File: src/rtl/rs_proto_pkg.sv
// rs_proto_pkg: shared definitions for the UART-to-flash command parser.
//   - frame opcodes and response bytes
//   - parser state encoding
//   - default timeout lengths in clk cycles (50 MHz)
package rs_proto_pkg;

    localparam logic [7:0] OP_WRITE   = 8'h57;  // 'W'
    localparam logic [7:0] OP_READ    = 8'h52;  // 'R'
    localparam logic [7:0] RSP_OK     = 8'h4B;  // 'K'
    localparam logic [7:0] RSP_ERR    = 8'h45;  // 'E'
    localparam logic [7:0] RSP_BADCMD = 8'h3F;  // '?'

    localparam int GAP_TIMEOUT_DEF = 5000000;   // 100 ms between frame bytes
    localparam int FL_TIMEOUT_DEF  = 50000;     // 1 ms for a flash access

    typedef enum logic [2:0] {
        ST_IDLE,
        ST_GET_ADDR,
        ST_GET_DATA,
        ST_FL_REQ,
        ST_FL_WAIT,
        ST_TX_REQ,
        ST_TX_WAIT
    } state_t;

endpackage

File: src/rtl/timeout_cnt.sv
// timeout_cnt: up-counter that pulses o_expire on its LIMIT-th consecutive
// enabled cycle. The count restarts from 0 whenever i_enable is low or
// i_clear is high, so each new wait window starts fresh.
//   i_clk, i_rst_n : clock, synchronous active-low reset
//   i_enable       : count while high
//   i_clear        : restart the window (also suppresses o_expire)
//   o_expire       : one-cycle pulse when the window runs out
module timeout_cnt #(
    parameter int LIMIT = 16
) (
    input  logic i_clk,
    input  logic i_rst_n,
    input  logic i_enable,
    input  logic i_clear,
    output logic o_expire
);
    import rs_proto_pkg::*;

    localparam int W = (LIMIT > 1) ? $clog2(LIMIT) : 1;

    logic [W-1:0] r_cnt;
    logic         w_at_limit;

    assign w_at_limit = (r_cnt == W'(LIMIT - 1));
    assign o_expire   = i_enable && !i_clear && w_at_limit;

    always_ff @(posedge i_clk) begin
        if (!i_rst_n) begin
            r_cnt <= '0;
        end else if (i_clear || !i_enable) begin
            r_cnt <= '0;
        end else if (!w_at_limit) begin
            r_cnt <= r_cnt + 1'b1;
        end
    end

endmodule

File: src/rtl/rs_cmd_parser.sv
// rs_cmd_parser: turns 2/3-byte UART frames into one flash byte access and
// answers each accepted frame with exactly one UART byte.
//   'W' addr data -> flash write, reply 'K' (or 'E' on flash timeout)
//   'R' addr      -> flash read, reply read byte (or 'E' on flash timeout)
//   other opcode  -> reply '?', no flash access
// Ports:
//   CLK_50MHZ, RST          : clock, synchronous active-low reset
//   rx_data/rx_valid        : received byte strobe from the UART
//   tx_data/tx_start/tx_done: response byte, transmit strobe, UART finished
//   fl_addr/fl_wdata/fl_rw  : flash request (fl_rw 1 = read)
//   fl_start/fl_done/fl_rdata: flash handshake and read data
//   busy                    : frame accepted, not yet answered
//   err_overrun             : sticky, byte arrived while busy
//
// state       | meaning
// ST_IDLE     | waiting for an opcode byte
// ST_GET_ADDR | waiting for the address byte (gap timer running)
// ST_GET_DATA | waiting for the write-data byte (gap timer running)
// ST_FL_REQ   | one-cycle fl_start
// ST_FL_WAIT  | waiting for fl_done (flash timer running)
// ST_TX_REQ   | one-cycle tx_start
// ST_TX_WAIT  | waiting for tx_done
module rs_cmd_parser
    import rs_proto_pkg::*;
#(
    parameter int GAP_TIMEOUT = GAP_TIMEOUT_DEF,
    parameter int FL_TIMEOUT  = FL_TIMEOUT_DEF
) (
    input  logic       CLK_50MHZ,
    input  logic       RST,
    input  logic [7:0] rx_data,
    input  logic       rx_valid,
    output logic [7:0] tx_data,
    output logic       tx_start,
    input  logic       tx_done,
    output logic [7:0] fl_addr,
    output logic [7:0] fl_wdata,
    input  logic [7:0] fl_rdata,
    output logic       fl_rw,
    output logic       fl_start,
    input  logic       fl_done,
    output logic       busy,
    output logic       err_overrun
);

    state_t     r_state;
    state_t     w_state_nxt;
    logic [7:0] r_opcode;
    logic [7:0] r_fl_addr;
    logic [7:0] r_fl_wdata;
    logic       r_fl_rw;
    logic [7:0] r_tx_data;
    logic       r_err_overrun;

    logic       w_fl_start;
    logic       w_tx_start;
    logic       w_busy;
    logic       w_gap_en;
    logic       w_fl_en;
    logic       w_gap_expire;
    logic       w_fl_expire;
    logic       w_is_frame_op;

    assign w_is_frame_op = (rx_data == OP_WRITE) || (rx_data == OP_READ);

    // Flash window opens in FL_REQ so the error reply lands FL_TIMEOUT
    // cycles after fl_start, matching the fl_done -> tx_start latency.
    timeout_cnt #(.LIMIT(GAP_TIMEOUT)) u_gap_tmr (
        .i_clk    (CLK_50MHZ),
        .i_rst_n  (RST),
        .i_enable (w_gap_en),
        .i_clear  (rx_valid),
        .o_expire (w_gap_expire)
    );

    timeout_cnt #(.LIMIT(FL_TIMEOUT)) u_fl_tmr (
        .i_clk    (CLK_50MHZ),
        .i_rst_n  (RST),
        .i_enable (w_fl_en),
        .i_clear  (fl_done),
        .o_expire (w_fl_expire)
    );

    always_ff @(posedge CLK_50MHZ) begin
        if (!RST) begin
            r_state <= ST_IDLE;
        end else begin
            r_state <= w_state_nxt;
        end
    end

    always_comb begin
        w_state_nxt = r_state;
        case (r_state)
            ST_IDLE: begin
                if (rx_valid) begin
                    w_state_nxt = w_is_frame_op ? ST_GET_ADDR : ST_TX_REQ;
                end
            end
            ST_GET_ADDR: begin
                if (rx_valid) begin
                    w_state_nxt = (r_opcode == OP_READ) ? ST_FL_REQ : ST_GET_DATA;
                end else if (w_gap_expire) begin
                    w_state_nxt = ST_IDLE;
                end
            end
            ST_GET_DATA: begin
                if (rx_valid) begin
                    w_state_nxt = ST_FL_REQ;
                end else if (w_gap_expire) begin
                    w_state_nxt = ST_IDLE;
                end
            end
            ST_FL_REQ:  w_state_nxt = ST_FL_WAIT;
            ST_FL_WAIT: begin
                if (fl_done || w_fl_expire) begin
                    w_state_nxt = ST_TX_REQ;
                end
            end
            ST_TX_REQ:  w_state_nxt = ST_TX_WAIT;
            ST_TX_WAIT: begin
                if (tx_done) begin
                    w_state_nxt = ST_IDLE;
                end
            end
            default:    w_state_nxt = ST_IDLE;
        endcase
    end

    // Strobes are gated by RST so nothing fires in a cycle being reset.
    always_comb begin
        w_fl_start = 1'b0;
        w_tx_start = 1'b0;
        w_busy     = 1'b1;
        w_gap_en   = 1'b0;
        w_fl_en    = 1'b0;
        case (r_state)
            ST_IDLE:     w_busy = 1'b0;
            ST_GET_ADDR: begin w_busy = 1'b0; w_gap_en = 1'b1; end
            ST_GET_DATA: begin w_busy = 1'b0; w_gap_en = 1'b1; end
            ST_FL_REQ:   begin w_fl_start = RST; w_fl_en = 1'b1; end
            ST_FL_WAIT:  w_fl_en = 1'b1;
            ST_TX_REQ:   w_tx_start = RST;
            default:     w_busy = 1'b1;
        endcase
    end

    always_ff @(posedge CLK_50MHZ) begin
        if (!RST) begin
            r_opcode      <= '0;
            r_fl_addr     <= '0;
            r_fl_wdata    <= '0;
            r_fl_rw       <= 1'b0;
            r_tx_data     <= '0;
            r_err_overrun <= 1'b0;
        end else begin
            case (r_state)
                ST_IDLE: begin
                    if (rx_valid) begin
                        r_opcode <= rx_data;
                        if (!w_is_frame_op) begin
                            r_tx_data <= RSP_BADCMD;
                        end
                    end
                end
                ST_GET_ADDR: begin
                    if (rx_valid) begin
                        r_fl_addr <= rx_data;
                        if (r_opcode == OP_READ) begin
                            r_fl_rw <= 1'b1;
                        end
                    end
                end
                ST_GET_DATA: begin
                    if (rx_valid) begin
                        r_fl_wdata <= rx_data;
                        r_fl_rw    <= 1'b0;
                    end
                end
                ST_FL_WAIT: begin
                    if (fl_done) begin
                        r_tx_data <= (r_opcode == OP_READ) ? fl_rdata : RSP_OK;
                    end else if (w_fl_expire) begin
                        r_tx_data <= RSP_ERR;
                    end
                end
                default: ;
            endcase
            if (rx_valid && w_busy) begin
                r_err_overrun <= 1'b1;
            end
        end
    end

    assign tx_data     = r_tx_data;
    assign tx_start    = w_tx_start;
    assign fl_addr     = r_fl_addr;
    assign fl_wdata    = r_fl_wdata;
    assign fl_rw       = r_fl_rw;
    assign fl_start    = w_fl_start;
    assign busy        = w_busy;
    assign err_overrun = r_err_overrun;

endmodule

File: config.mk
export PLATFORM = sky130hd
export DESIGN_NAME = rs_cmd_parser
export DESIGN_NICKNAME = d
export VERILOG_FILES = /design/src/rtl/rs_proto_pkg.sv /design/src/rtl/timeout_cnt.sv /design/src/rtl/rs_cmd_parser.sv
export SDC_FILE = /design/constraint.sdc
export NUM_CORES = 1
export LEC_CHECK = 0
export ABC_AREA = 1
export CORE_ASPECT_RATIO = 0.5
export CORE_MARGIN = 4
export CORE_UTILIZATION = 60
export CTS_BUF_LIST = sky130_fd_sc_hd__clkbuf_4
export DETAILED_ROUTE_END_ITERATION = 8
export PLACE_DENSITY = 0.86
export REMOVE_ABC_BUFFERS = 1
export SYNTH_ARGS = -nofsm -noshare
export SYNTH_HDL_FRONTEND = slang
export SYNTH_HIERARCHICAL = 1
export SYNTH_SLANG_ARGS = --single-unit
File: constraint.sdc
create_clock -name CLK_50MHZ -period 4.3 [get_ports CLK_50MHZ]
set_clock_uncertainty 0.2 [all_clocks]
set_input_delay 0.86 -clock CLK_50MHZ [delete_from_list [all_inputs] [get_ports CLK_50MHZ]]
set_output_delay 0.86 -clock CLK_50MHZ [all_outputs]
set_load 0.05 [all_outputs]
==> impl_results.md, run 1 <==
- Status: finished clean
- Worst hold path type: flip-flop to flip-flop
- Per-cell routed wire length: 12.1 microns
- Clock Latency Late Sink: 0.44 ns
- Post-Syn Area: 0.00388 sq mm
- Pre-Repair DR Iteration Count: 5
- DP Wirelength: 6.60 mm
- Lkg Pwr: 1.66 nW
- Routability cong.: 0.884
- Power Total: 2.10 mW
- Clock Path Buffers: 2
- PD cells: 455 mW/mm^2
- Core Box Area: 0.00618 sq mm
- Slowest stage delay, CP: 0.90 ns
- Final setup fails: 0
- Endpoints failing hold: 0
- Post_cts resized: 0
- First-pass GRT wire length: 15.2 mm
- Die Height: 64.9 microns
- CTS Hold Bufs: 0
- Final antenna-violating net count: 0
- Synthesis-to-finish area growth: 18.8%
- Commonest non-fill, non-tap cell in the layout: nand2_1
- Die area: 0.00790 sq mm
- Max_slew headroom: 0.634
- Clock slew at reported path FFs: 0.13 ns
- Maxcap violations: 0
- Worst-path cell chain: inv_1 -> o21ai_0 -> clkdlybuf4s50_1
- Vias per Instance: 5.22
- Vias: 3870
- Multi-input gate area: 0.00205 sq mm
- Slowest-stage cell, CP: clkdlybuf4s50_1
- Total wire length: 8.94 mm
- Drt initial violations: 405
- Worst EP arrival: 2.25 ns
- Share of layout cells above drive strength 1: 0.0904
- Die width: 122 microns
- Sequential area share after synthesis: 0.392
- Mean Syn Cell Area: 6.54 sq um
- Largest net degree at the start of global routing: 26
- Number of global-route vias before repair: 3428
- Aggregate global routing overflow: 0
- H-tree levels: 3
- Register area: 0.00152 sq mm
- CTS tree: done
- Root buf cell: clkbuf_4
- FP Rows: 20
- Library cells used by synthesis: 30
- Ant diodes: 0
- #FFs+latches synth: 76
- Synthesis warning total: 6
- Most frequent cells in the layout: nand2_1 (140), nor2_1 (102), dfxtp_1 (76)
- Drt drc: 0
- Slew @ Worst Pin: 0.548 ns
- Starting Density: 0.629
- FILL cells: 514
- Final slew viol count: 0
- Final setup TNS: 0 ns
- Ys flop type: dfxtp_1
- Port bufs: 49
- GRT Resource Usage Total: 0.240
- Startpoint types: flip-flop
- Async set-reset flop share out of synthesis: 0
- Clock Sinks: 76
- CP Max Fanout: 7
- Achievable Freq: 302 MHz
- Setup Crit Path Kind: flip-flop to primary output
- Tmin final: 3.31 ns
- Worst vdd ir: 0.402 mV
- Final nets: 671
- Critical Path RT: 3.24 ns
- Gate Count Post-Synth: 594
- TritonCTS Buffers: 9
- RSZ-0062 raised after global routing: no
- EDFF count, synth: 0
- Critical Path Sink Type: primary output
- Initial antenna violation count: 0
- Final period utilization: 0.770
- Post-CTS setup buffers: 0
- Io pins: 50
==> power by group <==
group | internal [mW] | total (mW) | switching (mW)
clock network | 0.174 | 0.431 | 0.257
registers | 0.798 | 0.860 | 0.0625
logic | 0.250 | 0.810 | 0.560
total | 1.22 | 2.10 | 0.879
==> cell type report <==
class	instances	share of cell area
Clock inverter	7	0.0146
Tap cell	88	0.0239
Multi-Input combinational cell	438	0.444
Clock buffer	9	0.0146
Sequential cell	76	0.330
Timing Repair Buffer	52	0.116
Inverter	71	0.0578
==> synthesized netlist by cell type (all sizes together) (2+ instances only) <==
cell / count / share of area
nand2: 152 / 0.15
nor2: 122 / 0.14
dfxtp: 76 / 0.39
inv: 70 / 0.068
a21oi: 53 / 0.068
nand3: 48 / 0.067
o21ai: 34 / 0.044
nor3: 9 / 0.013
nand4: 6 / 0.0097
buf: 5 / 0.0087
clkbuf: 4 / 0.0039
xnor2: 4 / 0.0090
ha: 2 / 0.0064
or2: 2 / 0.0032
==> per-layer routing <==
layer	part of all wire	global-route usage	vias to the layer above
li1	-	-	2003
met1	0.46	0.299	1740
met2	0.45	0.384	112
met3	0.073	0.0854	15
met4	0.015	0.0908	0
met5	0	0	-
==> sequential cells by signal, indices dropped and copies added (netlist names) <==
name and cells:
u_gap_tmr/r_cnt 23, u_fl_tmr/r_cnt 16, fl_addr 8, fl_wdata 8, r_opcode 8, tx_data 8
r_state 3, err_overrun 1, fl_rw 1
==> kinds of logic (layout without fill, tap and decap cells) <==
group / Yosys count / in the layout / share of synthesized area
fa+ha+maj: 2 / 2 / 0.00644
xor+xnor: 5 / 5 / 0.0113
flops: 76 / 76 / 0.392
simple gates: 342 / 342 / 0.394
buf+inv: 80 / 139 / 0.0812
compound gates: 89 / 89 / 0.116
==> metrics by stage <==
stage | area [sq um] | hold WS (ns) | cells | setup slack (ns) | utilization
6_report | 4610 | 0.270 | 741 | 0.987 | 0.747
2_1_floorplan | 3840 | 0.229 | 585 | 1.11 | -
3_3_place_gp | 4480 | 0.247 | 725 | 1.15 | 0.725
3_5_place_dp | 4480 | 0.253 | 725 | 1.12 | 0.725
5_1_grt | 4610 | 0.286 | 741 | 0.816 | 0.747
4_1_cts | 4610 | 0.270 | 741 | 0.981 | 0.747
==> worst max-delay path, delay by kind of cell (launching register included) <==
family / cells / cell delay, ns
DFF: 1 / 0.50
buffers and inverters: 2 / 0.98
AOI/OAI and AO/OA: 1 / 0.33
==> worst paths after layout <==
check	start	endpoint	slack [ns]	depth (start not counted)
worst max-delay path	r_state[0]$_SDFFE_PN0P_	busy	0.99	3
worst min register to register	r_opcode[3]$_SDFFE_PN0P_	r_opcode[3]$_SDFFE_PN0P_	0.27	2
worst max register to register	u_fl_tmr/r_cnt[0]$_SDFFE_PP0P_	tx_data[7]$_SDFFE_PN0P_	1.80	13
worst min-delay path	r_opcode[3]$_SDFFE_PN0P_	r_opcode[3]$_SDFFE_PN0P_	0.27	2
No activity file was read; power rests on OpenSTA's default activity.
==> run 2: changes to the inputs <==
- CORE_UTILIZATION: 60 -> 57
- PLACE_DENSITY: 0.86 -> 0.82
- clock period: 4.3 -> 3.5 ns (I/O delays scaled with it)
==> run 2 against run 1 <==
Net effect:
- sequential power is 23% higher
- cell area is 0.24% higher
- core utilization is 1.6 points lower
- final cell count is 0.13% higher
- hold slack worse by 0.017 ns
- register-to-register slack worse by 0.72 ns
- power is 23% higher
- largest power group unchanged
==> impl_results.md, run 2 (synthesis results as in run 1) <==
- Clock Sinks: 76 (unchanged)
- Lkg Pwr: 1.67 nW (+0.52%)
- Max reg flops: 23 (unchanged)
- Tmin final: 3.12 ns
- Die area: 0.00828 sq mm (+4.8%)
- Multi-input gate area: 0.00205 sq mm (unchanged)
- Total wire length: 8.89 mm (-0.49%)
- Post_cts resized: 0 (unchanged)
- FILL cells: 520 (+1.2%)
- Setup Crit Path Kind: flip-flop to primary output
- Synthesis-to-finish area growth: 19.1%
- Clock slew at reported path FFs: 0.13 ns (about the same)
- Commonest non-fill, non-tap cell in the layout: nand2_1
- Initial antenna violation count: 0 (unchanged)
- Endpoints failing hold: 0 (unchanged)
- Share of layout cells above drive strength 1: 0.0917 (+0.00139)
- Worst hold path type: flip-flop to flip-flop
- CP Max Fanout: 7 (unchanged)
- Final period utilization: 0.891
- Drt initial violations: 279 (-31%)
- Most frequent cells in the layout: nand2_1 (140), nor2_1 (102), dfxtp_1 (76)
- Root buf cell: clkbuf_4
- Clock Latency Late Sink: 0.44 ns (about the same)
- Max_slew headroom: 0.643 (+0.00894)
- GRT Resource Usage Total: 0.221 (-0.0190)
- Per-cell routed wire length: 12.0 microns (-0.63%)
- Routability cong.: 0.898 (+1.5%)
- First-pass GRT wire length: 14.9 mm (-1.9%)
- Vias: 3779 (-2.4%)
- Final Cell Area: 0.00463 sq mm (+0.24%)
- Critical Path RT: 2.60 ns (-0.64 ns)
- Worst EP arrival: 2.22 ns (-0.03 ns)
- Startpoint types: flip-flop
- Die width: 125 microns (+2.4%)
- PD cells: 560 mW/mm^2 (+23%)
- CTS tree: done
- CTS Hold Bufs: 0 (unchanged)
- Final core occ: 0.731 (-0.0159)
- Io pins: 50 (unchanged)
- Vias per Instance: 5.09 (-2.5%)
- Slowest stage delay, CP: 0.90 ns (about the same)
- Final slew viol count: 0 (unchanged)
- Maxcap violations: 0 (unchanged)
- Core Box Area: 0.00633 sq mm (+2.4%)
- H-tree levels: 3 (unchanged)
- Worst vdd ir: 0.478 mV (+19%)
- Ant diodes: 0 (unchanged)
- Clock Path Buffers: 2 (unchanged)
- Drt drc: 0 (unchanged)
- Post-CTS setup buffers: 0 (unchanged)
- Final antenna-violating net count: 0 (unchanged)
- Worst-path cell chain: inv_1 -> o21ai_0 -> clkdlybuf4s50_1
- Pre-Repair DR Iteration Count: 5 (unchanged)
- Slew @ Worst Pin: 0.534 ns (-0.0138 ns)
- Largest registers: u_gap_tmr/r_cnt: 23 flops, u_fl_tmr/r_cnt: 16 flops
- Status: finished clean
- TritonCTS Buffers: 9 (unchanged)
- Register area: 0.00152 sq mm (unchanged)
- Largest net degree at the start of global routing: 26 (unchanged)
- RSZ-0062 raised after global routing: no
- Final setup fails: 0 (unchanged)
- Die Height: 66.4 microns (+2.3%)
- Final setup TNS: 0 ns (unchanged)
- DP Wirelength: 6.65 mm (+0.86%)
- Aggregate global routing overflow: 0 (unchanged)
- Port bufs: 49 (unchanged)
- FP Rows: 20 (unchanged)
- Placed Area: 0.00449 sq mm (+0.17%)
- Critical Path Sink Type: primary output
- Starting Density: 0.614 (-0.0149)
- Achievable Freq: 321 MHz
- Slowest-stage cell, CP: clkdlybuf4s50_1
- Final nets: 672 (+0.15%)
- Number of global-route vias before repair: 3487 (+1.7%)
- Reg with most FFs: u_gap_tmr/r_cnt
run 2: stage by stage:
step	hold WS, ns	setup WS [ns]	instances	total power [mW]
3_5_place_dp	0.238	0.644	726	2.06
5_1_grt	0.275	0.224	742	2.74
4_1_cts	0.255	0.348	742	2.60
2_1_floorplan	0.229	0.631	585	1.75
6_report	0.253	0.383	742	2.59
3_3_place_gp	0.233	0.721	726	2.05
run 2: path summary, 6_finish.rpt:
| check | slack (ns) | endpoint | cells past startpoint | from |
|---|---|---|---|---|
| worst max register to register | 1.08 | tx_data[7]$_SDFFE_PN0P_ | 13 | u_fl_tmr/r_cnt[0]$_SDFFE_PP0P_ |
| worst max-delay path | 0.38 | busy | 3 | r_state[0]$_SDFFE_PN0P_ |
| worst min register to register | 0.25 | fl_rw$_SDFFE_PN0P_ | 2 | fl_rw$_SDFFE_PN0P_ |
| worst min-delay path | 0.25 | fl_rw$_SDFFE_PN0P_ | 2 | fl_rw$_SDFFE_PN0P_ |
run 2: routing by layer:
layer	GRT usage	routed length (microns)
met5	0	0
met4	0.0888	162
met3	0.0718	572
met2	0.374	3840
met1	0.265	4320
run 2: worst max-delay path, delay by kind of cell (launching register included):
kind | cells | cell delay, ns
buffers and inverters | 2 | 0.98
flip-flops | 1 | 0.48
AO/OA/AOI/OAI | 1 | 0.32
run 2: report_power, final:
group	total (mW)	switching [mW]	internal (mW)
Combinational	0.988	0.677	0.311
Clock	0.545	0.319	0.226
Sequential	1.06	0.0780	0.980
run 2: final cells by class:
type,instances,area share
clock buffers,10,0.0162
clock inverters,6,0.0138
inverters,71,0.0576
well taps,88,0.0238
flip-flops and latches,76,0.329
multi-input cells,438,0.443
repair buffers,53,0.117
